--- src/rtl/digit_serial_pkg.sv ---
// digit_serial_pkg: shared FSM state encoding and digit size for the digit-serial adder
package digit_serial_pkg;
    localparam int DIGIT_BITS = 2;
    typedef enum logic [1:0] {IDLE, RUN, DONE} state_t;
endpackage

--- src/rtl/add2_slice.sv ---
// add2_slice: combinational 2-bit full-adder slice
module add2_slice
    import digit_serial_pkg::*;
(
    input  logic [DIGIT_BITS-1:0] a,
    input  logic [DIGIT_BITS-1:0] b,
    input  logic                  cin,
    output logic [DIGIT_BITS-1:0] sum,
    output logic                  cout
);
    assign {cout, sum} = {1'b0, a} + {1'b0, b} + {{DIGIT_BITS{1'b0}}, cin};
endmodule

--- src/rtl/digit_serial_adder.sv ---
// digit_serial_adder: adds two WIDTH-bit operands two bits per cycle, LSB digit first, valid/ready on both sides
module digit_serial_adder
    import digit_serial_pkg::*;
#(
    parameter int WIDTH = 8
) (
    input  logic             clk,
    input  logic             rst,
    input  logic             in_valid,
    output logic             in_ready,
    input  logic [WIDTH-1:0] in_a,
    input  logic [WIDTH-1:0] in_b,
    input  logic             in_cin,
    output logic             out_valid,
    input  logic             out_ready,
    output logic [WIDTH-1:0] out_sum,
    output logic             out_cout,
    output logic             busy
);
    localparam int DIGITS = WIDTH / DIGIT_BITS;
    localparam int CW = (DIGITS > 1) ? $clog2(DIGITS) : 1;

    state_t state, next;
    logic [WIDTH-1:0] a_reg, b_reg, res;
    logic [CW-1:0] cnt;
    logic carry, slice_cout, last;
    logic [DIGIT_BITS-1:0] slice_sum;
    logic [WIDTH+DIGIT_BITS-1:0] res_shift;

    add2_slice u_slice (
        .a(a_reg[DIGIT_BITS-1:0]),
        .b(b_reg[DIGIT_BITS-1:0]),
        .cin(carry),
        .sum(slice_sum),
        .cout(slice_cout)
    );

    assign last = cnt == CW'(DIGITS - 1);
    // New digit enters at the MSB end so the LSB digit lands at bit 0 after the final shift
    assign res_shift = {slice_sum, res};

    always_comb begin
        next = state;
        case (state)
            IDLE: next = in_valid ? RUN : IDLE;
            RUN: next = last ? DONE : RUN;
            DONE: next = out_ready ? IDLE : DONE;
            default: next = IDLE;
        endcase
    end

    always_ff @(posedge clk) begin
        if (rst) begin
            state <= IDLE;
            a_reg <= '0;
            b_reg <= '0;
            res <= '0;
            carry <= 1'b0;
            cnt <= '0;
        end else begin
            state <= next;
            if (state == IDLE && in_valid) begin
                a_reg <= in_a;
                b_reg <= in_b;
                carry <= in_cin;
                cnt <= '0;
            end
            if (state == RUN) begin
                a_reg <= a_reg >> DIGIT_BITS;
                b_reg <= b_reg >> DIGIT_BITS;
                res <= res_shift[WIDTH+DIGIT_BITS-1:DIGIT_BITS];
                carry <= slice_cout;
                cnt <= last ? cnt : cnt + 1'b1;
            end
        end
    end

    assign in_ready = state == IDLE;
    assign out_valid = state == DONE;
    assign busy = state != IDLE;
    assign out_sum = res;
    assign out_cout = carry;
endmodule

--- config.mk ---
export PLATFORM = sky130hd
export DESIGN_NAME = digit_serial_adder
export DESIGN_NICKNAME = d
export VERILOG_FILES = /design/src/rtl/digit_serial_pkg.sv /design/src/rtl/add2_slice.sv /design/src/rtl/digit_serial_adder.sv
export SDC_FILE = /design/constraint.sdc
export NUM_CORES = 1
export LEC_CHECK = 0
export ABC_CLOCK_PERIOD_IN_PS = 2800
export CAP_MARGIN = 20
export CORE_ASPECT_RATIO = 0.8
export CORE_MARGIN = 4
export CORE_UTILIZATION = 52
export DETAILED_ROUTE_END_ITERATION = 16
export HOLD_SLACK_MARGIN = 0.1
export PLACE_DENSITY = 0.83
export SETUP_SLACK_MARGIN = 0.05
export SLEW_MARGIN = 20
export SYNTH_ARGS = -nofsm -noshare
export SYNTH_HDL_FRONTEND = slang
export SYNTH_SLANG_ARGS = --single-unit
--- constraint.sdc ---
create_clock -name clk -period 2.8 [get_ports clk]
set_input_delay 0.56 -clock clk [delete_from_list [all_inputs] [get_ports clk]]
set_output_delay 0.56 -clock clk [all_outputs]
set_load 0.005 [all_outputs]
Word-level counts from Yosys, hierarchy flattened. Cells that the tools add are included.

Add/subtract/negate cells: 3. Eq/ne operators: 4. Multiplexer cells: 13. Reductions and logical operators: 6.

Operators with widths (count): 6-bit 2-to-1 mux (4); 2-bit 2-to-1 mux (5); 2-bit case mux with 3 select lines (1); 2-bit == test (second input constant) (2); 2-bit nonzero test (2); 2-bit by 2-bit adder with 3-bit output (1); 3-bit by 1-bit adder with 3-bit output (1); 1-bit 2-to-1 mux (3); 2-bit by 1-bit adder with 2-bit output (second input constant) (1); 2-bit by 1-bit == test with 1-bit output (second input constant) (1); 2-bit logical NOT (1); 2-bit != test (second input constant) (1); 2-bit AND reduction (1); 2-bit OR reduction (1); 1-bit logical AND (1).

Bits in registers: 29. Output and inout port bits: 12. Word-level logic and storage cells: 34.

Depth between registers and ports, before layout.
Depth after elaboration: 4. Mapped depth: 6. Depth with buffers taken out: 5.

By module. Synthesis repeated with hierarchy kept, for this count alone.

Cell total of the unflattened synthesis: 162. Area, all modules: 1343.8 um^2.

Modules (own cells, without submodules): digit_serial_adder (times used 1, cells an instance 152, area each 1273.7 um^2, seq. area each 580.6 um^2); add2_slice (times used 1, cells an instance 10, area each 70.1 um^2, seq. area each 0.0 um^2).

Worst setup path before layout. OpenSTA, ideal clock, no wires.

Path kind: reg-to-reg. Start point: reg carry (netlist: out_cout). End point: reg carry (netlist: out_cout). Setup time: 0.079 ns. Arrival time: 1.559 ns. Data required time: 2.721 ns. Slack: 1.162 ns. Cell stages (with the launch flop): 6. Period minus slack after synthesis: 1.638 ns. Cells stage by stage: dfxtp_1 > inv_1 > fa_1 > fa_1 > o21a_1 > a211oi_2.

Word-level cells in the longest chain between the ends: 2.

RTL lines: start: declaration (RTL line digit_serial_adder.sv:26) `logic carry, slice_cout, last;`; start signal: assignment (RTL line digit_serial_adder.sv:65) `carry <= in_cin;`; start signal: assignment (RTL line digit_serial_adder.sv:72) `carry <= slice_cout;`; 3-bit by 1-bit adder with 3-bit output (RTL line add2_slice.sv:11) `assign {cout, sum} = {1'b0, a} + {1'b0, b} + {{DIGIT_BITS{1'b0}}, cin};`; 1-bit 2-to-1 mux (RTL line digit_serial_adder.sv:68) `if (state == RUN) begin`.

No other way between the ends. A chain may end at the register's enable or synchronous reset.

Worst setup path after layout.
Start point: reg state[0]. End point: out out_valid.

Word-level cells in the longest chain between the ends: 1.

RTL lines: start: declaration (RTL line digit_serial_adder.sv:23) `state_t state, next;`; start signal: assignment (RTL line digit_serial_adder.sv:61) `state <= next;`; 2-bit == test (RTL line digit_serial_adder.sv:79) `assign out_valid = state == DONE;`; end: declaration (RTL line digit_serial_adder.sv:14) `output logic out_valid,`.

No other way between the ends.

==> results.json <==
{
  "path_class": "reg -> out",
  "setup_viol_count_final": 0,
  "root_buffer": "clkbuf_4",
  "synth_edf_count": 0,
  "cts_max_path_buffers": 2,
  "grt_pass1_vias": 1042,
  "fin_setup_tns_ps": 0,
  "synthXorXnorAreaFrac_pct": 0,
  "crit_slowest_cell": "dfxtp_1",
  "grt_max_degree": 24,
  "syn_avg_cell_area_um2": 9.30,
  "cts_setup_buffers": 0,
  "die_area_um2": 3560,
  "syn_nets": 173,
  "synth_compound_area_share_pct": 19.2,
  "cp_cell_sequence": "and2b_1 > clkdlybuf4s50_1",
  "io_buffers": 32,
  "clock_skew_ps": 5.87,
  "ys.flop_type": "dfxtp_1",
  "setup_slack_ps": 594,
  "swShare_pct": 26.8,
  "post-route-period-util_pct": 78.8,
  "fp.dieH_um": 54.2,
  "syn_inst": 149,
  "hold_buffers": 0,
  "antenna_found_initial": 0,
  "p_sw_w": 0.000247,
  "final_nets": 202,
  "cts_tree": "built",
  "min_path_type": "reg -> reg",
  "cts_made_buffers": 5,
  "die_w_um": 65.7,
  "ys_ff_latch": 29,
  "synth_top_family_by_area": "simple AND/OR/NAND/NOR gates",
  "drv_cap": 0,
  "cts_resized": 0,
  "overflow": 0,
  "io_pins": 33,
  "via_count": 1082,
  "synth-adder-area-share_pct": 3.79,
  "peakVddDrop_mv": 0.331,
  "grtUsageTotal_pct": 19.8,
  "start_util_pct": 55.4,
  "internal_power_w": 0.000675,
  "drive_gt1_share_pct": 15.6,
  "drtPass1Iterations": 4,
  "syn_to_final_growth_pct": 25.4,
  "required_ps": 2240,
  "synth_area_um2": 1390,
  "n_antenna_cell": 0,
  "async_flop_share_pct": 0,
  "rsz0062_at_grt": "no",
  "dp_slack_ps": 784,
  "path_max_fanout": 13,
  "coreArea_um2": 2500,
  "clock_sinks": 29,
  "grt_pass1_wl_um": 4970,
  "synth_warnings": 0,
  "cp.arrival_ps": 1650,
  "start_kind": "flop",
  "viasPerCell": 5.03,
  "synth_cell_type_count": 32,
  "fmax_ghz": 0.453,
  "power-per-cell-area_nw_per_um2": 531,
  "leakage_nw": 0.659,
  "synth_mux_area_share_pct": 2.89,
  "crit_path_end_kind": "output port",
  "drc": 0,
  "path_clk_slew_ps": 90,
  "drt-initial-drc-count": 67,
  "drv_slew": 0,
  "clkLatencyLatePin_ps": 320,
  "slowest_delay_ps": 620,
  "routed_wl_um": 3040,
  "gp_congestion": 0.791,
  "period_needed_ps": 2210,
  "combPwrFrac_pct": 18.5,
  "clockPowerShare_pct": 31.3,
  "h-tree-depth": 2,
  "hold_viol": 0,
  "tightest_slew_ps": 756,
  "power_frac_seq_pct": 50.1,
  "drt.antenna.violating_nets": 0,
  "placementRows": 16,
  "yosysSeqAreaShare_pct": 41.9,
  "dp_hpwl_um": 2150,
  "relSlewSlack_pct": 49.4,
  "outcome": "complete, no violations",
  "yosys.area_share.simple_pct": 22.4,
  "routedWlPerCell_um": 14.1
}
## path summary, 6_finish.rpt
check	cells past startpoint	endpoint	from	slack, ps
setup / recovery	2	out_valid	state[0]	590
hold / removal	2	out_sum[1]	out_sum[1]	470
setup reg to reg	3	b_reg[4]	state[0]	920
hold reg to reg	2	out_sum[1]	out_sum[1]	470
## kinds of logic (layout without fill, tap and decap cells)
logic type | count (synthesis) | after routing
AO/OA/AOI/OAI | 29 | 29
adder cells (fa/ha/maj) | 3 | 3
buffers and inverters | 22 | 52
flip-flops | 29 | 29
multiplexers | 4 | 4
AND/OR/NAND/NOR | 62 | 62
## synthesized netlist by cell type (all sizes together), types with 2 or more instances
| library cell | instances | area (µm²) |
|---|---|---|
| nor2 | 17 | 66.3 |
| a211oi | 3 | 27.5 |
| dfxtp | 29 | 581 |
| clkbuf | 2 | 7.51 |
| o221a | 3 | 33.8 |
| nor2b | 3 | 21.3 |
| a21oi | 9 | 45.0 |
| mux2i | 4 | 40.0 |
| buf | 10 | 91.3 |
| nand2 | 31 | 116 |
| inv | 10 | 37.5 |
| a311oi | 9 | 110 |
| nor3b | 4 | 46.3 |
| nor3 | 4 | 40.0 |
| fa | 2 | 40.0 |
## layer usage
layer,vias to the layer above,GRT usage (%),share of wire [%]
met4,0,9.31,1.5
met5,-,0,0
met3,4,8.35,5.7
met2,29,29.8,46
li1,561,-,-
met1,488,24.7,47
## worst max-delay path, delay by kind of cell, from the launching register on
kind	cells	cell delay (ps)
buffers and inverters	1	440
and+or+nand+nor	1	260
DFF	1	620
## layout make-up
| type | instances | area (µm²) |
|---|---|---|
| clock inverter | 1 | 5.00 |
| inverter | 10 | 37.5 |
| fill | 201 | 764 |
| multi-input combinational | 98 | 669 |
| clock buffer | 7 | 65.1 |
| tap | 36 | 45.0 |
| timing repair buffer | 34 | 335 |
| sequential | 29 | 581 |
## stage by stage
| step | cells | instance area [µm²] | util, % | hold WS, ps | power (W) |
|---|---|---|---|---|---|
| final | 215 | 1740 | 69.5 | 468 | 0.000922 |
| after global routing | 215 | 1740 | 69.5 | 494 | 0.000976 |
| after CTS | 215 | 1740 | 69.5 | 467 | 0.000932 |
| after detailed placement | 207 | 1670 | 66.6 | 453 | 0.000642 |
| after global placement | 207 | 1670 | 66.6 | 442 | 0.000635 |
| after floorplan | 149 | 1390 | - | 453 | 0.000584 |
## power by group through the flow
stage                     combinational [W]  sequential [W]  clock, W
after floorplan                    0.000120        0.000465         0
after global placement             0.000165        0.000470         0
after detailed placement           0.000170        0.000472         0
after CTS                          0.000172        0.000462  0.000298
after global routing               0.000188        0.000466  0.000321
final                              0.000171        0.000462  0.000289
## cells in the final DEF (no fill, tap or decap)
| cell type | instances |
|---|---|
| nand2_1 | 31 |
| nor2b_2 | 1 |
| o221a_2 | 3 |
| nor3_2 | 4 |
| nor2_2 | 1 |
| nand2b_1 | 1 |
| o21ba_4 | 1 |
| a311oi_2 | 5 |
| clkbuf_4 | 5 |
| and2b_1 | 1 |
| a31o_1 | 1 |
| fa_1 | 2 |
| a211oi_2 | 1 |
| nor3b_2 | 1 |
| nor3b_4 | 1 |
| buf_4 | 2 |
| a211oi_1 | 2 |
| a22oi_1 | 1 |
| nor4_1 | 1 |
| dfxtp_1 | 29 |
| o21a_1 | 1 |
| ha_1 | 1 |
| nor2_1 | 16 |
| inv_1 | 10 |
| a32o_1 | 1 |
| clkinv_2 | 1 |
| a21oi_1 | 9 |
| nor2b_1 | 2 |
| clkbuf_8 | 2 |
| nor3b_1 | 2 |
| a311oi_1 | 4 |
| clkdlybuf4s50_1 | 32 |
| mux2i_1 | 4 |
Note: power is estimated with default switching activity, not from simulation.
